--- config.mk ---
export PLATFORM = sky130hd
export DESIGN_NAME = ir_key_ctrl
export DESIGN_NICKNAME = d
export VERILOG_FILES = /design/src/rtl/ir_pkg.sv /design/src/rtl/ir_evt_fifo.sv /design/src/rtl/ir_key_ctrl.sv
export SDC_FILE = /design/constraint.sdc
export NUM_CORES = 1
export LEC_CHECK = 0
export CORE_ASPECT_RATIO = 2
export CORE_UTILIZATION = 52
export CTS_BUF_LIST = sky130_fd_sc_hd__clkbuf_4
export CTS_CLUSTER_SIZE = 20
export DETAILED_ROUTE_END_ITERATION = 7
export PLACE_DENSITY = 0.89
export SLEW_MARGIN = 10
export SYNTH_ARGS = -nofsm -noshare
export SYNTH_HDL_FRONTEND = slang
export SYNTH_SLANG_ARGS = --single-unit
--- constraint.sdc ---
create_clock -name clk -period 3.7 [get_ports clk]
set_input_delay 0.74 -clock clk [delete_from_list [all_inputs] [get_ports clk]]
set_output_delay 0.74 -clock clk [all_outputs]
set_load 0.01 [all_outputs]
--- src/rtl/ir_pkg.sv ---
// Shared constants for the NEC IR key controller: event codes, NEC field slices, timer sizing.
// Latency: n/a (package only).
// Backpressure: n/a (package only).
package ir_pkg;

  // Event type encoding carried in the upper bits of each FIFO word.
  localparam int         EVT_W       = 2;
  localparam logic [1:0] EVT_PRESS   = 2'd0;
  localparam logic [1:0] EVT_REPEAT  = 2'd1;
  localparam logic [1:0] EVT_RELEASE = 2'd2;

  // NEC frame_data layout: command in the low byte, its complement in the high byte.
  localparam int KEY_W   = 8;
  localparam int CMD_LSB = 0;
  localparam int INV_LSB = 8;

  // Release timeout in clock cycles.
  function automatic int hold_cycles(input int clk_hz, input int hold_ms);
    return (clk_hz / 1000) * hold_ms;
  endfunction

  // Timer width: must be able to hold the full reload value.
  function automatic int timer_width(input int clk_hz, input int hold_ms);
    int w;
    w = $clog2(hold_cycles(clk_hz, hold_ms) + 1);
    return (w < 1) ? 1 : w;
  endfunction

  typedef enum logic [1:0] {
    ST_IDLE   = 2'd0,
    ST_HELD   = 2'd1,
    ST_SWITCH = 2'd2
  } key_state_t;

endpackage

--- src/rtl/ir_evt_fifo.sv ---
// Synchronous first-word-fall-through FIFO for key events.
// Latency: a word pushed on edge N is visible on head_dat in cycle N+1.
// Backpressure: push while full is accepted only if a pop happens in the same cycle; otherwise it is dropped.
//
// Ports:
//   clk, rst            - clock, synchronous active-high reset
//   push, push_dat      - write request and data
//   pop                 - consume head word (ignored when empty)
//   head_dat            - head word, zero while empty
//   full, empty         - occupancy flags
module ir_evt_fifo #(
  parameter int WIDTH = 10,
  parameter int DEPTH = 4
) (
  input  logic             clk,
  input  logic             rst,
  input  logic             push,
  input  logic [WIDTH-1:0] push_dat,
  input  logic             pop,
  output logic [WIDTH-1:0] head_dat,
  output logic             full,
  output logic             empty
);

  // DEPTH is a power of two (>= 2), so the pointers wrap naturally.
  localparam int AW = (DEPTH > 1) ? $clog2(DEPTH) : 1;
  localparam int CW = AW + 1;

  logic [WIDTH-1:0] mem [DEPTH];
  logic [AW-1:0]    wr_ptr;
  logic [AW-1:0]    rd_ptr;
  logic [CW-1:0]    count;
  logic             do_push;
  logic             do_pop;

  assign empty   = (count == '0);
  assign full    = (count == CW'(DEPTH));
  assign do_pop  = pop && !empty;
  // When full, the slot at wr_ptr is the head being popped this cycle, so overwriting it is safe.
  assign do_push = push && (!full || do_pop);

  assign head_dat = empty ? '0 : mem[rd_ptr];

  always_ff @(posedge clk) begin
    if (do_push) begin
      mem[wr_ptr] <= push_dat;
    end
  end

  always_ff @(posedge clk) begin
    if (rst) begin
      wr_ptr <= '0;
      rd_ptr <= '0;
      count  <= '0;
    end else begin
      if (do_push) begin
        wr_ptr <= wr_ptr + AW'(1);
      end
      if (do_pop) begin
        rd_ptr <= rd_ptr + AW'(1);
      end
      case ({do_push, do_pop})
        2'b10:   count <= count + CW'(1);
        2'b01:   count <= count - CW'(1);
        default: count <= count;
      endcase
    end
  end

endmodule

--- src/rtl/ir_key_ctrl.sv ---
// NEC IR key controller: filters decoded frames/repeats into PRESS/REPEAT/RELEASE events.
// Latency: an event pushed on the edge ending cycle N is presented on evt_* in cycle N+1.
// Backpressure: evt_valid/evt_ready; if the event FIFO is full without a pop the event is dropped and overflow sticks.
//
// Ports:
//   clk, rst                        - clock, synchronous active-high reset
//   frame_valid/addr/data           - decoded NEC frame pulse, address, {~cmd, cmd}
//   repeat_valid                    - NEC repeat-code pulse
//   evt_valid/ready/type/key        - event stream toward the consumer
//   key_held                        - a key is currently considered held
//   err_cnt                         - saturating count of rejected frames
//   overflow                        - sticky event-drop flag
module ir_key_ctrl
  import ir_pkg::*;
#(
  parameter int          CLK_HZ       = 50_000_000,
  parameter logic [15:0] DEV_ADDR     = 16'h0001,
  parameter int          ADDR_CHECK   = 1,
  parameter int          HOLD_MS      = 120,
  parameter int          REPEAT_DELAY = 3,
  parameter int          FIFO_DEPTH   = 4
) (
  input  logic        clk,
  input  logic        rst,
  input  logic        frame_valid,
  input  logic [15:0] frame_addr,
  input  logic [15:0] frame_data,
  input  logic        repeat_valid,
  output logic        evt_valid,
  input  logic        evt_ready,
  output logic [1:0]  evt_type,
  output logic [7:0]  evt_key,
  output logic        key_held,
  output logic [7:0]  err_cnt,
  output logic        overflow
);

  localparam int             HOLD_CYC  = hold_cycles(CLK_HZ, HOLD_MS);
  localparam int             TW        = timer_width(CLK_HZ, HOLD_MS);
  localparam logic [TW-1:0]  HOLD_LOAD = TW'(HOLD_CYC);
  localparam logic [7:0]     REP_DLY   = 8'(REPEAT_DELAY);
  localparam int             FW        = EVT_W + KEY_W;

  // Frame qualification
  logic [KEY_W-1:0] cmd;
  logic [KEY_W-1:0] inv;
  logic             addr_ok;
  logic             frame_good;
  logic             frame_bad;

  assign cmd        = frame_data[CMD_LSB +: KEY_W];
  assign inv        = frame_data[INV_LSB +: KEY_W];
  assign addr_ok    = (ADDR_CHECK == 0) || (frame_addr == DEV_ADDR);
  assign frame_good = frame_valid && (inv == ~cmd) && addr_ok;
  assign frame_bad  = frame_valid && !frame_good;

  // FSM state and datapath registers
  key_state_t       state_q, state_n;
  logic [KEY_W-1:0] key_q, key_n;
  logic [TW-1:0]    timer_q, timer_n;
  logic [7:0]       rep_q, rep_n;

  logic             push;
  logic [EVT_W-1:0] push_type;
  logic [KEY_W-1:0] push_key;
  logic             reload;

  // A bad frame still owns the cycle, so a coincident repeat pulse is ignored.
  assign reload = (frame_good && (cmd == key_q)) || (!frame_valid && repeat_valid);

  always_ff @(posedge clk) begin
    if (rst) begin
      state_q <= ST_IDLE;
      key_q   <= '0;
      timer_q <= '0;
      rep_q   <= '0;
    end else begin
      state_q <= state_n;
      key_q   <= key_n;
      timer_q <= timer_n;
      rep_q   <= rep_n;
    end
  end

  always_comb begin
    state_n   = state_q;
    key_n     = key_q;
    timer_n   = timer_q;
    rep_n     = rep_q;
    push      = 1'b0;
    push_type = EVT_PRESS;
    push_key  = key_q;

    unique case (state_q)
      ST_IDLE: begin
        if (frame_good) begin
          push      = 1'b1;
          push_type = EVT_PRESS;
          push_key  = cmd;
          key_n     = cmd;
          timer_n   = HOLD_LOAD;
          rep_n     = '0;
          state_n   = ST_HELD;
        end
      end

      ST_HELD: begin
        if (reload) begin
          // Reload beats expiry in the same cycle, so no RELEASE here.
          timer_n = HOLD_LOAD;
          if (rep_q != 8'hFF) begin
            rep_n = rep_q + 8'd1;
          end
          if (rep_q >= REP_DLY) begin
            push      = 1'b1;
            push_type = EVT_REPEAT;
          end
        end else if (frame_good) begin
          push      = 1'b1;
          push_type = EVT_RELEASE;
          key_n     = cmd;
          state_n   = ST_SWITCH;
        end else if (timer_q <= TW'(1)) begin
          // Last cycle of the hold window: the decrement would reach zero.
          push      = 1'b1;
          push_type = EVT_RELEASE;
          timer_n   = '0;
          state_n   = ST_IDLE;
        end else begin
          timer_n = timer_q - TW'(1);
        end
      end

      ST_SWITCH: begin
        // key_q already holds the new key; inputs are ignored for this cycle.
        push      = 1'b1;
        push_type = EVT_PRESS;
        timer_n   = HOLD_LOAD;
        rep_n     = '0;
        state_n   = ST_HELD;
      end

      default: begin
        state_n = ST_IDLE;
      end
    endcase
  end

  // Event FIFO
  logic [FW-1:0] head_dat;
  logic          fifo_full;
  logic          fifo_empty;
  logic          evt_pop;

  assign evt_pop = evt_valid && evt_ready;

  ir_evt_fifo #(
    .WIDTH (FW),
    .DEPTH (FIFO_DEPTH)
  ) u_fifo (
    .clk      (clk),
    .rst      (rst),
    .push     (push),
    .push_dat ({push_type, push_key}),
    .pop      (evt_ready),
    .head_dat (head_dat),
    .full     (fifo_full),
    .empty    (fifo_empty)
  );

  assign evt_valid           = !fifo_empty;
  assign {evt_type, evt_key} = head_dat;
  assign key_held            = (state_q != ST_IDLE);

  always_ff @(posedge clk) begin
    if (rst) begin
      err_cnt  <= '0;
      overflow <= 1'b0;
    end else begin
      if (frame_bad && (err_cnt != 8'hFF)) begin
        err_cnt <= err_cnt + 8'd1;
      end
      if (push && fifo_full && !evt_pop) begin
        overflow <= 1'b1;
      end
    end
  end

endmodule
==> results by group, run 1 <==
Floorplan
  • Full die area: 0.00993 mm2
  • Die H: 140 um
  • Die Wd: 71.0 um
  • Floorplan Core Area: 0.00932 mm2
  • Initial core utilization: 53.0%
  • Row count: 50
  • Boundary pin count: 58

CTS
  • Clock transition at the registers of the reported paths: 0.17 ns
  • Clock Tree Buf Depth: 2
  • CTS tree: built
  • CTS Sinks: 99
  • Latest clock arrival within the worst-skew pair: 0.46 ns
  • H-tree levels: 3
  • Hold-fix buffers, CTS: 0
  • Num CTS Buffers: 9
  • Root Driver: clkbuf_4

Placement
  • Cell count after placement: 657
  • IO buf count: 57
  • Global placement routability congestion: 0.879
  • DP HPWL: 8.50 mm
  • Placed inst area: 0.00579 mm2

STA
  • Min Hold Slack: 0.498 ns
  • Slew @ Worst Pin: 0.921 ns
  • Fin crit share: 95.6%
  • Final slew viol count: 0
  • Fin. Hold Viols: 0
  • Worst slew margin: 38.6%
  • Worst clock skew: 0.0270 ns
  • Final min period: 3.54 ns
  • RSZ-0062 raised after global routing: no
  • FMAX: 283 MHz
  • Setup Viol. Count Final: 0
  • Setup_tns: 0 ns

Synthesis
  • Post-synthesis sequential area ratio: 48.2%
  • Post-synth EDFFs: 40
  • Cells after synthesis: 491
  • Synth top area cells: edfxtp_1, dfxtp_1, nor2_1
  • Synth cell count leaders: nor2_1, dfxtp_1, edfxtp_1, a21oi_1, nand2_1
  • Synth unique cells: 51
  • Post-synthesis area per instance: 10.1 um2
  • Synth Flop Type: dfxtp_1
  • Post-synth ARST share: 0%
  • Leading area contributor after synthesis: edfxtp_1
  • Syn nets: 537
  • Synthesis-stage register bit count: 99
  • Most common cell in the netlist: nor2_1
  • Synth top area share: 24.3%
  • Post-Syn Area: 0.00494 mm2
  • Yosys warns: 0

Power
  • Comb power frac: 5.7%
  • Sequential power share: 64.0%
  • Sw Pwr: 0.433 mW
  • Sw Share: 24.5%
  • Lkg Pwr: 2.11 nW
  • Clk network pwr share: 30.3%
  • Worst VDD drop: 0.000258 V
  • Total design power: 1.77 mW
  • Pwr dens: 298 mW/mm2
  • Internal power component: 1.33 mW

Cells and area
  • Nets: 610
  • Total area of sequential cells: 0.00238 mm2
  • Finished Cell Area: 0.00593 mm2
  • Layout cells sized above 1: 13.5%
  • Area Growth Syn to Fin: 20.0%
  • Multi-input gate area: 0.00245 mm2
  • Finished Layout Cells: 674
  • Layout fillers: 735

Routing
  • 1st-pass router iterations: 8
  • Via-to-Cell Ratio: 5.99
  • Routed length per instance: 16.7 um
  • Via count: 4,035
  • Routed Antenna Nets: 0
  • DRC: 8
  • Initial DRC Count: 307
  • Overall routed net length: 11.2 mm

Worst setup path
  • Worst EP arrival: 3.87 ns
  • CP max FO: 2
  • Critical Path End Type: register
  • Startpoint Class: input port
  • CP Data Required Time: 4.03 ns
  • Kind of critical path: input port to register

Flow run
  • # Max-Cap Violations: 0

GRT
  • Grt ovf: 0
  • Vias in the first global route: 3,993
  • Global-route wire length before repair: 18.4 mm
  • Largest net degree at the start of global routing: 53
  • Initial antenna violation count: 1
  • GRT Overall Usage: 23.6%

Run status
  • Run status: finished, violations left
  • Failing checks: DRC

Worst hold path
  • Hold crit path type: register to register
-- cells in the final DEF, fill, tap and decap left out, drive strengths merged, types with 2 or more instances in the layout --
cell type and instances:
nand3b 2, nand2 27, a21oi 32, or3 6, o21bai 2, or4 4
mux4 10, mux2 9, o31ai 3, inv 15, ha 8, and3 8
and2 15, edfxtp 40, o211ai 5, nor4b 7, nor4 12, nor3b 2
nor2 62, buf 30, a21o 3, o2111ai 4, mux2i 11, nand3 14
nand4 5, nor3 20, xor2 24, clkdlybuf4s50 55, or4b 2, clkinv 3
a211oi 3, o21ai 19, or2 3, dfxtp 59, clkbuf 9, nor2b 6
xnor2 12, a31oi 7
-- routing by layer --
layer  up-vias  part of all wire, %  global-route usage (%)
li1       1934                    -                       -
met1      1925                   36                    23.9
met2       133                   56                    45.2
met3        43                  4.6                    3.67
met4         0                  3.4                    11.9
met5         -                    0                       0
-- per-stage QoR --
stage / setup slack (ns) / utilization [%]
3_3_place_gp: -0.302 / 62.1
5_1_grt: 0.00670 / 63.7
2_1_floorplan: -0.00599 / -
6_report: 0.162 / 63.7
4_1_cts: 0.0892 / 63.5
3_5_place_dp: -0.426 / 62.1
-- final cells by class --
type                    count  area share [%]
clock buffers               9            1.14
flip-flops and latches     99            40.2
diodes                      1          0.0422
inverters                  12           0.759
well taps                 104            2.19
multi-input cells         356            41.3
repair buffers             86            13.5
clock inverters             7           0.991
-- kinds of logic after synthesis --
family / synth area share, %
adders and majority gates: 2.43
buffers and inverters: 2.76
DFF: 48.2
and+or+nand+nor: 20.9
xor gates and xnor gates: 6.38
AOI/OAI and AO/OA: 10.5
muxes: 8.91
-- repair_timing --
| item | 4_1_cts | 5_1_grt |
|---|---|---|
| buffers inserted | 0 | 0 |
| resized for setup | 0 | 4 |
| setup endpoints to repair | 0 | 2 |
-- worst max-delay path: stages --
cell and delay (ns):
clkdlybuf4s50_1 0.41, nor4_1 0.27, nand4_1 0.15, or4_4 0.58
mux2_4 0.33, a221o_1 0.36, nor2_2 0.12, fa_1 0.43
nand2_1 0.07, nor3_1 0.06, mux2i_1 0.21, o311ai_1 0.12
-- path summary, 6_finish.rpt --
kind,startpoint,endpoint,slack (ns),depth (start not counted)
worst max-delay path,frame_addr[1],u_fifo.count[1]$_SDFFE_PP0P_,0.16,12
worst min-delay path,rep_q[1]$_SDFFE_PP0P_,rep_q[1]$_SDFFE_PP0P_,0.50,2
worst max register to register,timer_q[2]$_SDFFE_PP0P_,u_fifo.count[2]$_SDFFE_PP0P_,0.62,11
worst min register to register,rep_q[1]$_SDFFE_PP0P_,rep_q[1]$_SDFFE_PP0P_,0.50,2
-- power by group through the flow --
stage	sequential [mW]	combinational, mW	clock [mW]
floorplan	1.16	0.0314	0
CTS	1.13	0.101	0.543
global placement	1.15	0.0978	0
detailed placement	1.15	0.101	0
global route	1.13	0.109	0.579
finish	1.13	0.101	0.535
-- flip-flops by register name, indices dropped and copies added, names as in the netlist, named ones only --
name / flops
err_cnt: 8
key_q: 8
overflow: 1
rep_q: 8
state_q: 2
timer_q: 23
u_fifo.count: 3
u_fifo.mem: 40
u_fifo.rd_ptr: 2
u_fifo.wr_ptr: 2
Power figures use the tool's default switching activity.
==> run 2, diff against run 1 <==
- CORE_UTILIZATION: 52 -> 30
- PLACE_DENSITY: 0.89 -> 0.61
==> run 2 against run 1 <==
Against the previous run: the run now ends clean; combinational power barely moved; cell count rose by 16%; clock-buffer cell count rose by 1; worst setup slack got worse by 0.026 ns; maximum frequency fell by 0.74%; clock skew fell by 0.0024 ns; die area rose by 72%; core utilization fell by 25 points; sequential share of layout area fell by 1.6 points; via count fell by 0.15%; critical path type unchanged; critical endpoint unchanged; highest routed layer unchanged.
==> results by group, run 2 (synthesis results as in run 1) <==
Worst setup path
  • CP Data Required Time: 4.02 ns
  • Reg-to-Reg End: u_fifo.count[2]$_SDFFE_PP0P_
  • Kind of critical path: input port to register
  • Crit path max-delay cell type: or4_1
  • Cell chain of the critical path: clkdlybuf4s50_1 -> nor4_1 -> nand4_1 -> or4_1 -> mux2_4 -> a221o_1 -> nor2_1 -> fa_1 -> nand2_1 -> nor3_1 -> mux2i_1 -> o311ai_1
  • CP startpoint: frame_addr[7]
  • Startpoint Class: input port
  • Worst EP arrival: 3.88 ns
  • Critical Path End Type: register
  • CP max FO: 2
  • R2r worst-path depth: 12
  • Reg2reg setup slack: 0.62 ns
  • RR Startpoint: timer_q[17]$_SDFFE_PP0P_
  • CP peak stage delay: 0.61 ns

Power
  • Lkg Pwr: 2.17 nW
  • Worst VDD drop: 0.000169 V
  • Sequential power share: 63.4%
  • Sw Share: 24.4%
  • Clk network pwr share: 30.9%
  • Comb power frac: 5.8%
  • Sw Pwr: 0.436 mW
  • Total design power: 1.78 mW
  • Pwr dens: 289 mW/mm2
  • Internal power component: 1.35 mW

Routing
  • Routed length per instance: 15.2 um
  • 1st-pass router iterations: 6
  • Via count: 4,029
  • DRC: 0
  • Via-to-Cell Ratio: 5.13
  • Initial DRC Count: 195
  • Routed Antenna Nets: 0
  • Overall routed net length: 11.9 mm

Cells and area
  • Most flop-heavy register: u_fifo.mem
  • Layout fillers: 1,638
  • Nets: 621
  • Max reg flops: 40
  • Commonest non-fill, non-tap cell in the layout: nor2_1
  • Commonest non-fill, non-tap cells in the layout: nor2_1, dfxtp_1, clkdlybuf4s50_1
  • Layout cells sized above 1: 14.8%
  • Largest regs: u_fifo.mem: 40 flops, timer_q: 23 flops
  • Area Growth Syn to Fin: 24.9%

Run status
  • Run status: complete, no violations

CTS
  • Latest clock arrival within the worst-skew pair: 0.46 ns
  • Num CTS Buffers: 9
  • CTS tree: built
  • Clock transition at the registers of the reported paths: 0.15 ns
  • Clock Tree Buf Depth: 2
  • Hold-fix buffers, CTS: 0
  • Setup Buffers After CTS: 0
  • CTS Sinks: 99
  • H-tree levels: 3
  • CTS resizes: 0
  • Root Driver: clkbuf_4

GRT
  • Initial antenna violation count: 1
  • Global-route wire length before repair: 19.2 mm
  • GRT Overall Usage: 14.5%
  • Vias in the first global route: 4,128
  • Largest net degree at the start of global routing: 36
  • Grt ovf: 0

Placement
  • IO buf count: 57
  • Worst slack, placed: -0.425 ns
  • DP HPWL: 9.40 mm
  • Global placement routability congestion: 0.854

STA
  • RSZ-0062 raised after global routing: no
  • Worst slew margin: 52.2%
  • Final min period: 3.56 ns
  • Fin crit share: 96.3%
  • FMAX: 281 MHz
  • Final slew viol count: 0
  • Fin. Hold Viols: 0
  • Final WS setup: 0.136 ns
  • Slew @ Worst Pin: 0.716 ns
  • Worst clock skew: 0.0246 ns
  • Setup Viol. Count Final: 0

Worst hold path
  • Worst Hold End: rep_q[1]$_SDFFE_PP0P_
  • Hold crit path type: register to register
  • Hold path depth: 2
  • Hold Startpoint: rep_q[1]$_SDFFE_PP0P_

Floorplan
  • Die Wd: 92.8 um
  • Boundary pin count: 58
  • Initial core utilization: 30.6%
  • Row count: 66
  • Full die area: 0.0170 mm2
  • Floorplan Core Area: 0.0162 mm2
  • Die H: 184 um

Flow run
  • # Max-Cap Violations: 0
==> run 2: how the worst max path moves through the flow <==
stage,endpoint
after global placement,u_fifo.count[1]$_SDFFE_PP0P_
final,u_fifo.count[1]$_SDFFE_PP0P_
after CTS,u_fifo.count[1]$_SDFFE_PP0P_
after detailed placement,u_fifo.count[1]$_SDFFE_PP0P_
after global routing,u_fifo.count[1]$_SDFFE_PP0P_
after floorplan,u_fifo.count[1]$_SDFFE_PP0P_
==> run 2: power groups by stage <==
stage	sequential (mW)	combinational (mW)	clock [mW]
floorplan	1.16	0.0314	0
finish	1.13	0.103	0.551
detailed placement	1.15	0.103	0
CTS	1.13	0.104	0.575
global route	1.13	0.111	0.610
global placement	1.15	0.102	0
==> run 2: area by class of cell <==
| type | instances | area, um2 | area share [%] |
|---|---|---|---|
| Clock inverter | 6 | 57.6 | 0.932 |
| Sequential cell | 99 | 2380 | 38.6 |
| Inverter | 12 | 45.0 | 0.729 |
| Multi-Input combinational cell | 356 | 2440 | 39.5 |
| Clock buffer | 10 | 75.1 | 1.22 |
| Timing Repair Buffer | 97 | 916 | 14.8 |
| Antenna cell | 1 | 2.50 | 0.0405 |
| Tap cell | 204 | 255 | 4.13 |
==> run 2: critical path: cells and delay by family <==
kind | cells | cell delay (ns)
adders and majority gates | 1 | 0.44
and+or+nand+nor | 6 | 1.30
AOI/OAI and AO/OA | 2 | 0.47
buffers and inverters | 1 | 0.42
muxes | 2 | 0.52
==> run 2: metrics by stage <==
step	util, %	hold WS (ns)	cells	area (um2)	TNS [ns]
2_1_floorplan	-	0.449	491	4960	-0.00599
3_3_place_gp	37.3	0.466	768	6040	-0.640
3_5_place_dp	37.3	0.482	768	6040	-2.91
4_1_cts	38.1	0.499	784	6170	0
5_1_grt	38.2	0.524	785	6180	0
6_report	38.2	0.497	785	6180	0
==> run 2: layer usage <==
layer	track usage, %	up-vias	wire length (um)
li1	-	1959	-
met1	11.9	1962	3940
met2	31.2	87	7230
met3	2.48	21	403
met4	6.34	0	331
met5	0	-	0
==> run 3, diff against run 2 <==
- CORE_UTILIZATION: 30 -> 52
- PLACE_DENSITY: 0.61 -> 0.89
==> results of run 3 <==
No change in the layout: final DEF, timing and power equal those of run 1.
